--- config.mk ---
export PLATFORM = sky130hd
export DESIGN_NAME = coin_intake
export DESIGN_NICKNAME = d
export VERILOG_FILES = /design/src/rtl/game_pkg.sv /design/src/rtl/coin_value_lut.sv /design/src/rtl/coin_intake.sv
export SDC_FILE = /design/constraint.sdc
export NUM_CORES = 1
export LEC_CHECK = 0
export CAP_MARGIN = 20
export CORE_UTILIZATION = 35
export CTS_CLUSTER_DIAMETER = 120
export CTS_CLUSTER_SIZE = 30
export DETAILED_ROUTE_END_ITERATION = 10
export REMOVE_ABC_BUFFERS = 1
export SLEW_MARGIN = 15
export SYNTH_ARGS = -nofsm -noshare
export SYNTH_HDL_FRONTEND = slang
export SYNTH_HIERARCHICAL = 1
export SYNTH_SLANG_ARGS = --single-unit
--- constraint.sdc ---
create_clock -name clk -period 3.7 [get_ports clk]
set_input_delay 0.74 -clock clk [delete_from_list [all_inputs] [get_ports clk]]
set_output_delay 0.74 -clock clk [all_outputs]
set_load 0.005 [all_outputs]
--- src/rtl/game_pkg.sv ---
// Shared types and constants for the payment front-end: FSM state encoding,
// coin-type codes and the width of committed money values.
package game_pkg;
    typedef enum logic {
        IDLE    = 1'b0,
        COLLECT = 1'b1
    } state_t;

    localparam logic [1:0] COIN_A   = 2'b00;
    localparam logic [1:0] COIN_B   = 2'b01;
    localparam logic [1:0] COIN_C   = 2'b10;
    localparam logic [1:0] COIN_INV = 2'b11;

    localparam int MONEY_W = 10;
endpackage

--- src/rtl/coin_value_lut.sv ---
// Maps a coin denomination code to its credit value; the invalid code
// yields valid=0 and a zero value.
module coin_value_lut
    import game_pkg::*;
#(
    parameter int VAL0 = 1,
    parameter int VAL1 = 5,
    parameter int VAL2 = 10
) (
    input  logic [1:0]         coin_type,
    output logic [MONEY_W-1:0] val,
    output logic               valid
);
    always_comb begin
        val   = '0;
        valid = 1'b0;
        case (coin_type)
            COIN_A: begin
                val   = MONEY_W'(VAL0);
                valid = 1'b1;
            end
            COIN_B: begin
                val   = MONEY_W'(VAL1);
                valid = 1'b1;
            end
            COIN_C: begin
                val   = MONEY_W'(VAL2);
                valid = 1'b1;
            end
            default: begin
                val   = '0;
                valid = 1'b0;
            end
        endcase
    end
endmodule

--- src/rtl/coin_intake.sv ---
// Coin collection front-end: accumulates accepted coins into a pending credit
// and hands it to the credit counter as a one-cycle set/money commit.
module coin_intake
    import game_pkg::*;
#(
    parameter int MAX_CREDIT = 500,
    parameter int TIMEOUT    = 16,
    parameter int VAL0       = 1,
    parameter int VAL1       = 5,
    parameter int VAL2       = 10
) (
    input  logic               clk,
    input  logic               rst_n,
    input  logic               coin_valid,
    input  logic [1:0]         coin_type,
    input  logic               confirm,
    input  logic               cancel,
    output logic [MONEY_W-1:0] money,
    output logic               set,
    output logic               refund_valid,
    output logic [MONEY_W-1:0] refund_amt,
    output logic               reject,
    output logic [MONEY_W-1:0] pending,
    output logic               busy
);
    localparam int TW = $clog2(TIMEOUT);
    localparam logic [TW-1:0]      TIMER_LAST = TW'(TIMEOUT - 1);
    localparam logic [MONEY_W:0]   CAP        = (MONEY_W + 1)'(MAX_CREDIT);

    // Strobes are push-only: the counter downstream has no ready and must
    // take set/money in whatever cycle it appears.
    state_t             state_q, state_n;
    logic [MONEY_W-1:0] pending_q, pending_n;
    logic [TW-1:0]      timer_q, timer_n;
    logic [MONEY_W-1:0] money_n, refund_amt_n;
    logic               set_n, refund_valid_n, reject_n;

    logic [MONEY_W-1:0] val;
    logic               val_ok;
    logic [MONEY_W:0]   sum;
    logic               accept;
    logic [MONEY_W-1:0] total;

    coin_value_lut #(
        .VAL0(VAL0),
        .VAL1(VAL1),
        .VAL2(VAL2)
    ) u_lut (
        .coin_type(coin_type),
        .val      (val),
        .valid    (val_ok)
    );

    // 11-bit sum so an over-cap coin can never wrap into an acceptable value.
    assign sum    = {1'b0, pending_q} + {1'b0, val};
    assign accept = coin_valid && val_ok && (sum <= CAP);
    assign total  = accept ? sum[MONEY_W-1:0] : pending_q;

    always_comb begin
        state_n        = state_q;
        pending_n      = pending_q;
        timer_n        = timer_q;
        set_n          = 1'b0;
        money_n        = '0;
        refund_valid_n = 1'b0;
        refund_amt_n   = '0;
        reject_n       = coin_valid && !accept;
        case (state_q)
            IDLE: begin
                if (accept) begin
                    pending_n = val;
                    timer_n   = '0;
                    state_n   = COLLECT;
                end
            end
            COLLECT: begin
                if (cancel) begin
                    refund_valid_n = 1'b1;
                    refund_amt_n   = total;
                    pending_n      = '0;
                    timer_n        = '0;
                    state_n        = IDLE;
                end else if (confirm) begin
                    set_n     = 1'b1;
                    money_n   = total;
                    pending_n = '0;
                    timer_n   = '0;
                    state_n   = IDLE;
                end else if (accept) begin
                    pending_n = sum[MONEY_W-1:0];
                    timer_n   = '0;
                end else if (timer_q == TIMER_LAST) begin
                    set_n     = 1'b1;
                    money_n   = pending_q;
                    pending_n = '0;
                    timer_n   = '0;
                    state_n   = IDLE;
                end else begin
                    timer_n = timer_q + 1'b1;
                end
            end
            default: begin
                state_n   = IDLE;
                pending_n = '0;
                timer_n   = '0;
            end
        endcase
    end

    always_ff @(posedge clk or negedge rst_n) begin
        if (!rst_n) begin
            state_q      <= IDLE;
            pending_q    <= '0;
            timer_q      <= '0;
            set          <= 1'b0;
            money        <= '0;
            refund_valid <= 1'b0;
            refund_amt   <= '0;
            reject       <= 1'b0;
        end else begin
            state_q      <= state_n;
            pending_q    <= pending_n;
            timer_q      <= timer_n;
            set          <= set_n;
            money        <= money_n;
            refund_valid <= refund_valid_n;
            refund_amt   <= refund_amt_n;
            reject       <= reject_n;
        end
    end

    assign pending = pending_q;
    assign busy    = (state_q == COLLECT);
endmodule

==> results.toml, run 1 <==
[status]
status = "finished clean"

[worst_setup_path]
crit_family = "simple AND/OR/NAND/NOR gates"
cp-end-kind = "flip-flop"
max_stage_delay_ps = 520
r2r_slack_ps = 660
path_buf_inv = 3
r2r-start = "pending[0]$_DFFE_PN0P_"
crit_fanout = 14
path_class = "in -> reg"
arrival_ps = 3780
worstReg2RegEnd = "money[1]$_DFF_PN0_"
slowest_stage = "clkdlybuf4s50_1"
required_ps = 3900
crit_chain = "clkdlybuf4s50_1 -> and2b_2 -> inv_1 -> fa_1 -> and2b_1 -> o2111ai_1 -> nand3b_1 -> xor2_1 -> and4_4 -> buf_12 -> o221ai_2 -> a21oi_1"
cp-start-kind = "primary input"
reg2reg_depth = 11

[final_layout]
diodes = 0
syn_to_final_growth_pct = 29.5
multi_input_area_sq_um = 1370
fillers = 647
nets = 323
drive_above_1_share_pct = 17.0
fin_area_sq_um = 3200
seq_area_sq_um = 951

[floorplanning]
die_w_um = 86.0
core_sq_um = 6790
start_util_pct = 36.3
fp.dieH_um = 86.0
dieArea_sq_um = 7390
num_rows = 30
pin_count = 41

[routing]
detail_route.iter0.violations = 125
dr.pass1.iters = 4
wl_um = 5890
num_vias = 2104
drcViolationCount = 0
ant_nets = 0
wire_per_inst_um = 14.7
viasPerCell = 5.25

[clocking]
cts_buffers = 5
cts_resized = 0
cts_sinks = 38
postCtsHoldBufs = 0
cts-root-buf = "clkbuf_8"
clockBufferDepth = 2
insertion_delay_ps = 290
htree_num_levels = 2
postCtsSetupBuffers = 0
cts_tree = "built"
clkTransAtPathRegs_ps = 70

[global_route]
grt_start_max_net_pins = 39
antenna_found_initial = 0
grt_pass1_wl_um = 9520
grt.overflow.total = 0
track_usage_pct = 16.3
grt_pass1_vias = 1906

[placement]
port-buffer-count = 40
place_area_sq_um = 3060
place_congestion = 0.788
place_hpwl_um = 4400

[synth]
synth_area_per_cell_sq_um = 9.84
synth_top_area_share_pct = 38.5
synth_area_sq_um = 2470
ys_seq_elements = 38
synth_cells = 251
synth-main-ff-cell = "dfrtp_1"
synthDistinctLibCells = 55
yosys_warnings = 6
synth-edff-count = 0
synthArstFlopShare_pct = 100
yosys.area.top_type = "dfrtp_1"
synthTopCellsByArea = "dfrtp_1, ha_1, a21oi_1"
yosysSeqAreaShare_pct = 38.5

[job]
max-cap-violations = 0

[sta]
hold_violations = 0
slew_headroom_pct = 45.6
rsz0062_at_grt = "false"
setup_viol = 0
fin_tns_setup_ps = 0
worstMarginPinSlew_ps = 816
maxSlewViolCount = 0
fin_skew_ps = 4.50
fmaxAchievable_ghz = 0.279
final.min_clock_period_ps = 3580
period_share_pct = 96.9

[pwr]
ir_worst_vdd_v = 0.000192
power_per_cell_area_nw_per_um2 = 650
power_leakage_nw = 1.45

[hold_path]
min_path_type = "in -> async"
-- state kept, by name, indices dropped and copies added (netlist names) --
register,cells
busy,1
set,1
reject,1
money,10
refund_valid,1
pending,10
refund_amt,10
timer_q,4
-- layer usage --
layer	routed length (um)	vias to the layer above	track usage [%]
li1	-	1036	-
met1	2730	999	22.7
met2	2790	65	26.3
met3	313	4	2.50
met4	54	0	4.09
met5	0	-	0
-- power by group --
part           internal [W]  switching [W]
clock              0.000287       0.000144
combinational      0.000495       0.000551
sequential         0.000490       0.000112
-- synth_stat cells (2+ instances only) --
master	number
a211oi_1	2
a21o_1	2
a21oi_1	19
a22oi_1	12
a31o_1	4
and2_1	3
and3_1	7
buf_2	2
buf_4	9
buf_6	3
clkbuf_1	7
dfrtp_1	38
ha_1	11
inv_1	9
mux2i_1	8
nand2_1	20
nand3_1	18
nand4_1	2
nor2_1	8
nor3_1	2
o2111ai_1	10
o211ai_2	5
o21a_1	2
o21ai_0	12
o21ai_1	2
or2_2	2
xnor2_1	2
xor2_1	3
-- cell families (layout without fill, tap and decap cells) --
family,after synthesis,after routing,share of synthesized area [%]
and+or+nand+nor,73,73,16.9
AOI/OAI and AO/OA,83,83,25.4
other,1,6,0.152
buffers and inverters,30,79,6.94
adders and majority gates,12,12,6.39
DFF,38,38,38.5
xor gates and xnor gates,6,6,2.43
muxes,8,8,3.24
-- layout make-up --
cell class                 instances  area share (%)
clock buffer                       6            2.58
clock inverter                     2            1.88
inverter                           9            1.06
multi-input combinational        188            42.7
sequential                        38            29.7
tap                               96            3.76
timing repair buffer              62            18.3
-- stage by stage --
| stage | utilization, % | total power [W] | instances | worst slack [ps] | hold slack, ps |
|---|---|---|---|---|---|
| detailed placement | 45.0 | 0.00164 | 393 | -134 | 553 |
| global placement | 45.0 | 0.00163 | 393 | -75.5 | 541 |
| floorplan | - | 0.00116 | 235 | 181 | 444 |
| finish | 47.1 | 0.00208 | 401 | 115 | 540 |
| global route | 47.1 | 0.00221 | 401 | 37.3 | 596 |
| CTS | 47.1 | 0.00208 | 401 | 167 | 564 |
-- cell usage in the layout (no fill, tap or decap), types with 2 or more instances in the layout --
master           count
inv_1                9
buf_12               2
conb_1               6
xor2_1               3
a31o_1               4
bufinv_16            2
or2_2                2
buf_4               20
nor3_1               2
mux2i_1              8
ha_1                11
dfrtp_1             38
nand3_1             18
a21o_1               2
clkbuf_8             6
a22oi_1             12
nand2_1             20
and2_1               3
nor2_1               8
a211oi_1             2
a21oi_1             19
and3_1               7
o21ai_1              2
clkdlybuf4s50_1     39
o21ai_0             12
nand4_1              2
o2111ai_1           10
xnor2_1              2
o21a_1               2
o211ai_2             5
-- worst max path at each step --
stage	slack, ps	depth (start not counted)	endpoint	from
2_1_floorplan	180	9	money[8]$_DFF_PN0_	coin_type[0]
3_3_place_gp	-80	12	money[1]$_DFF_PN0_	coin_type[1]
3_5_place_dp	-130	12	money[1]$_DFF_PN0_	coin_type[1]
4_1_cts	170	12	money[1]$_DFF_PN0_	coin_type[1]
5_1_grt	40	11	pending[0]$_DFFE_PN0P_	coin_type[1]
6_report	120	12	money[1]$_DFF_PN0_	coin_type[1]
Power figures use the tool's default switching activity.
==> run 2: changes to the inputs <==
SKIP_CTS_REPAIR_TIMING = 1   (was unset)
clock period = 3.15 ns   (was 3.7 ns; I/O delays follow)
==> run 2 against run 1 <==
Compared with the run above: final area grew 5.8%; core utilization increased by 2.7 points; highest routed layer unchanged; register-to-register slack worse by 410 ps; setup slack lost 3.9 ps; critical path type unchanged; critical path depth stayed put; combinational power up 36%; sequential share of layout area fell by 1.6 points; clock-buffer cell count is 1 lower; non-clock buffer count is 13 higher; global-route usage grew 0.71 points; cell count is 3.2% higher; die area unchanged.
==> results.toml, run 2 (synthesis results as in run 1) <==
[status]
status = "finished clean"

[global_route]
grt_start_max_net_pins = 39
grt_pass1_wl_um = 9920
antenna_found_initial = 0
grt_pass1_vias = 2004
grt.overflow.total = 0
track_usage_pct = 17.0

[final_layout]
fin_area_sq_um = 3380
mostFrequentLayoutCells = "dfrtp_1, clkdlybuf4s50_1, buf_4, nand2_1, nand3_1"
diodes = 0
multi_input_area_sq_um = 1440
final_common_cell = "dfrtp_1"
drive_above_1_share_pct = 24.2
stdcell_count = 414
seq_area_sq_um = 951
fillers = 635
nets = 336
syn_to_final_growth_pct = 37.0

[routing]
ant_nets = 0
num_vias = 2166
viasPerCell = 5.23
detail_route.iter0.violations = 154
wire_per_inst_um = 15.2
wl_um = 6280
dr.pass1.iters = 4
drcViolationCount = 0

[hold_path]
min_path_type = "in -> async"

[sta]
worstMarginPinSlew_ps = 817
hold_violations = 0
fin_skew_ps = 9.51
fmaxAchievable_ghz = 0.329
maxSlewViolCount = 0
slew_headroom_pct = 45.5
final.min_clock_period_ps = 3040
period_share_pct = 96.5
setup_viol = 0

[worst_setup_path]
crit_fanout = 10
reg2reg_depth = 11
r2r-start = "pending[0]$_DFFE_PN0P_"
worstReg2RegEnd = "money[1]$_DFF_PN0_"
cp-end-kind = "flip-flop"
crit_chain = "dlymetal6s2s_1 -> and2b_2 -> ha_1 -> a21o_1 -> a2111o_1 -> buf_4 -> o211ai_2 -> a211oi_2 -> o21ai_2 -> clkbuf_16 -> nor2_8 -> a31o_1"
cp-start-kind = "primary input"
max_stage_delay_ps = 470
required_ps = 3320
arrival_ps = 3210
path_class = "in -> reg"
slowest_stage = "a2111o_1"
r2r_slack_ps = 250

[pwr]
ir_worst_vdd_v = 0.000248
power_per_cell_area_nw_per_um2 = 748
power_leakage_nw = 1.53

[clocking]
cts-root-buf = "clkbuf_8"
cts_sinks = 38
clkTransAtPathRegs_ps = 70
htree_num_levels = 2
clockBufferDepth = 2
insertion_delay_ps = 290
cts_tree = "built"
cts_buffers = 5

[floorplanning]
pin_count = 41
dieArea_sq_um = 7390
start_util_pct = 36.3
fp.dieH_um = 86.0
core_sq_um = 6790
die_w_um = 86.0
num_rows = 30

[placement]
port-buffer-count = 40
dp.cells = 401
place_congestion = 0.802
place_area_sq_um = 3130
place_hpwl_um = 4500

[job]
max-cap-violations = 0
## run 2: worst max path at each step
stage / end / depth (start not counted) / start / slack (ps)
after detailed placement: money[1]$_DFF_PN0_ / 12 / coin_type[1] / -630
after CTS: money[1]$_DFF_PN0_ / 12 / coin_type[1] / -340
after global placement: money[1]$_DFF_PN0_ / 12 / coin_type[1] / -520
after floorplan: money[8]$_DFF_PN0_ / 9 / coin_type[0] / -260
after global routing: refund_amt[2]$_DFF_PN0_ / 12 / coin_type[1] / -20
final: money[7]$_DFF_PN0_ / 12 / coin_type[1] / 110
## run 2: power breakdown
part	switching [W]	total (W)	internal (W)
clock	0.000171	0.000404	0.000233
combinational	0.000722	0.00143	0.000703
sequential	0.000126	0.000701	0.000575
## run 2: metal layers
metal | vias to the layer above | routed length [um] | global-route usage (%)
li1 | 1055 | - | -
met1 | 1044 | 2920 | 23.0
met2 | 63 | 3030 | 28.8
met3 | 4 | 280 | 1.92
met4 | 0 | 55 | 4.24
met5 | - | 0 | 0
## run 2: worst max-delay path: cells and delay by family
family                   cells  cell delay, ps
adder cells (fa/ha/maj)      1             280
AO/OA/AOI/OAI                6            1460
AND/OR/NAND/NOR              2             300
buffers and inverters        3             530
## run 2: area by class of cell
cell class / instances / share of cell area [%]
well taps: 96 / 3.55
flip-flops and latches: 38 / 28.1
repair buffers: 75 / 21.4
clock inverters: 3 / 1.18
clock buffers: 5 / 2.03
inverters: 9 / 0.999
multi-input cells: 188 / 42.7
## run 2: metrics by stage
step	power [W]	worst slack [ps]	hold WS [ps]	setup TNS (ps)	utilization, %
floorplan	0.00136	-259	334	-4920	-
global placement	0.00200	-518	540	-15860	46.0
detailed placement	0.00201	-629	534	-18610	46.0
CTS	0.00242	-337	463	-7530	47.6
global route	0.00270	-17.7	505	-52.2	49.8
finish	0.00253	111	432	0	49.8
==> run 3: changes to the inputs <==
CTS_BUF_LIST = sky130_fd_sc_hd__clkbuf_2   (was unset)
GPL_TIMING_DRIVEN = 0   (was unset)
SETUP_SLACK_MARGIN = 0.4   (was unset)
==> run 3 against run 2 <==
Compared with the run above: via count is 6.1% higher; global-route usage is 0.36 points higher; clock-buffer cell count stayed put; worst hold slack worse by 340 ps; highest routed layer unchanged; first-iteration DRC count is 23% lower; combinational power is 15% higher; critical path depth is 1 higher; fmax is 6.8% higher; core utilization is 3.2 points higher; routed wire length is 9.3% higher; setup slack better by 190 ps; flip-flop and latch count stayed put.
==> results.toml, run 3 (synthesis results as in run 1) <==
[sta]
final.min_clock_period_ps = 2840
hold_violations = 0
fmaxAchievable_ghz = 0.352
worstMarginPinSlew_ps = 904
slew_headroom_pct = 39.4
maxSlewViolCount = 0
fin_skew_ps = 24.2
period_share_pct = 90.3
rsz0062_at_grt = "true"
setup_viol = 0
fin_hold_ws_ps = 91.1

[global_route]
use_met1_pct = 24.2
globalRouteMet2Util_pct = 27.9
met3_usage_pct = 2.02
antenna_found_initial = 0
grt_pass1_vias = 1997
grt.overflow.total = 0
top_usage_layer = "met2"
grt_start_max_net_pins = 27
track_usage_pct = 17.3
grt_pass1_wl_um = 10100

[routing]
num_vias = 2298
detail_route.iter0.violations = 119
wire_per_inst_um = 16.7
ant_nets = 0
dr.pass1.iters = 4
drcViolationCount = 0
viasPerCell = 5.58
wl_um = 6860

[worst_setup_path]
cp-start-kind = "primary input"
path_class = "in -> reg"
required_ps = 3420
r2r-start = "pending[1]$_DFFE_PN0P_"
arrival_ps = 3120
r2r_slack_ps = 370
worstReg2RegEnd = "money[4]$_DFF_PN0_"
reg2reg_depth = 10
crit_fanout = 7
cp-end-kind = "flip-flop"

[clocking]
cts-root-buf = "clkbuf_2"
insertion_delay_ps = 400
htree_num_levels = 2
clockBufferDepth = 2
clkTransAtPathRegs_ps = 200
cts_buffers = 5
cts_tree = "built"
cts_sinks = 38

[pwr]
comb_power_share_pct = 62.0
p_int_w = 0.00149
power_per_cell_area_nw_per_um2 = 738
p_sw_w = 0.00117
switching_share_pct = 44.0
clockPowerShare_pct = 11.2
power_w = 0.00266
ir_worst_vdd_v = 0.000253
power_leakage_nw = 1.51
p_seq_share_pct = 26.9

[placement]
port-buffer-count = 40
place_area_sq_um = 2910
place_congestion = 0.792
place_hpwl_um = 4280

[final_layout]
fillers = 587
fin_area_sq_um = 3600
nets = 334
drive_above_1_share_pct = 31.0
syn_to_final_growth_pct = 45.8
final_common_cell = "clkdlybuf4s50_1"
mostFrequentLayoutCells = "clkdlybuf4s50_1, dfrtp_1, nand2_1, buf_4, nand3_1"
diodes = 0

[status]
status = "finished clean"

[floorplanning]
fp.dieH_um = 86.0
dieArea_sq_um = 7390
core_sq_um = 6790
pin_count = 41
die_w_um = 86.0
num_rows = 30
start_util_pct = 36.3

[hold_path]
min_path_type = "in -> async"

[job]
max-cap-violations = 0
## run 3: cell types whose count changed in the layout (fill, tap and decap cells not counted), moves of 6 or more
cell	delta
o21ai_0	-7
o21ai_1	+6
o2111ai_1	-7
o2111ai_4	+7
buf_4	-9
## run 3: how the worst max path moves through the flow
stage,startpoint,endpoint,slack (ps)
6_report,coin_type[1],money[4]$_DFF_PN0_,310
5_1_grt,coin_type[1],money[4]$_DFF_PN0_,260
4_1_cts,coin_type[0],pending[1]$_DFFE_PN0P_,-380
3_5_place_dp,coin_type[0],pending[1]$_DFFE_PN0P_,-800
3_3_place_gp,coin_type[0],money[8]$_DFF_PN0_,-1300
2_1_floorplan,coin_type[0],money[8]$_DFF_PN0_,-260
## run 3: power by group through the flow
stage	Sequential [W]	Combinational [W]	Clock, W
floorplan	0.000680	0.000684	0
global placement	0.000709	0.00103	0
detailed placement	0.000714	0.00106	0
CTS	0.000705	0.00106	0.000302
global route	0.000725	0.00176	0.000324
finish	0.000714	0.00165	0.000297
## run 3: worst max-delay path: stages
cell and delay (ps):
buf_8 100, and2b_2 220, buf_6 130, ha_4 250, and3_4 170, a2111o_1 450
o211ai_2 230, and3_4 240, o21ai_4 60, buf_12 180, buf_12 140, o2111ai_4 200
o211ai_2 110
## run 3: routing by layer
metal | wire length [um] | vias up
met5 | 0 | -
met4 | 130 | 0
met3 | 316 | 13
met2 | 3450 | 83
met1 | 2960 | 1136
li1 | - | 1066
## run 3: metrics by stage
stage,cells,setup TNS (ps),util [%],worst slack (ps)
2_1_floorplan,235,-4920,-,-259
3_3_place_gp,371,-38510,42.2,-1300
3_5_place_dp,373,-26880,42.8,-801
4_1_cts,381,-11390,43.7,-378
5_1_grt,412,0,53.0,262
6_report,412,0,53.0,305
## run 3: layout make-up
type | instances | area, sq um | area share, %
Clock inverter | 3 | 40.0 | 1.11
Multi-Input combinational cell | 191 | 1690 | 47.0
Tap cell | 96 | 120 | 3.34
Clock buffer | 5 | 25.0 | 0.695
Timing Repair Buffer | 70 | 731 | 20.3
Sequential cell | 38 | 957 | 26.6
Inverter | 9 | 33.8 | 0.938
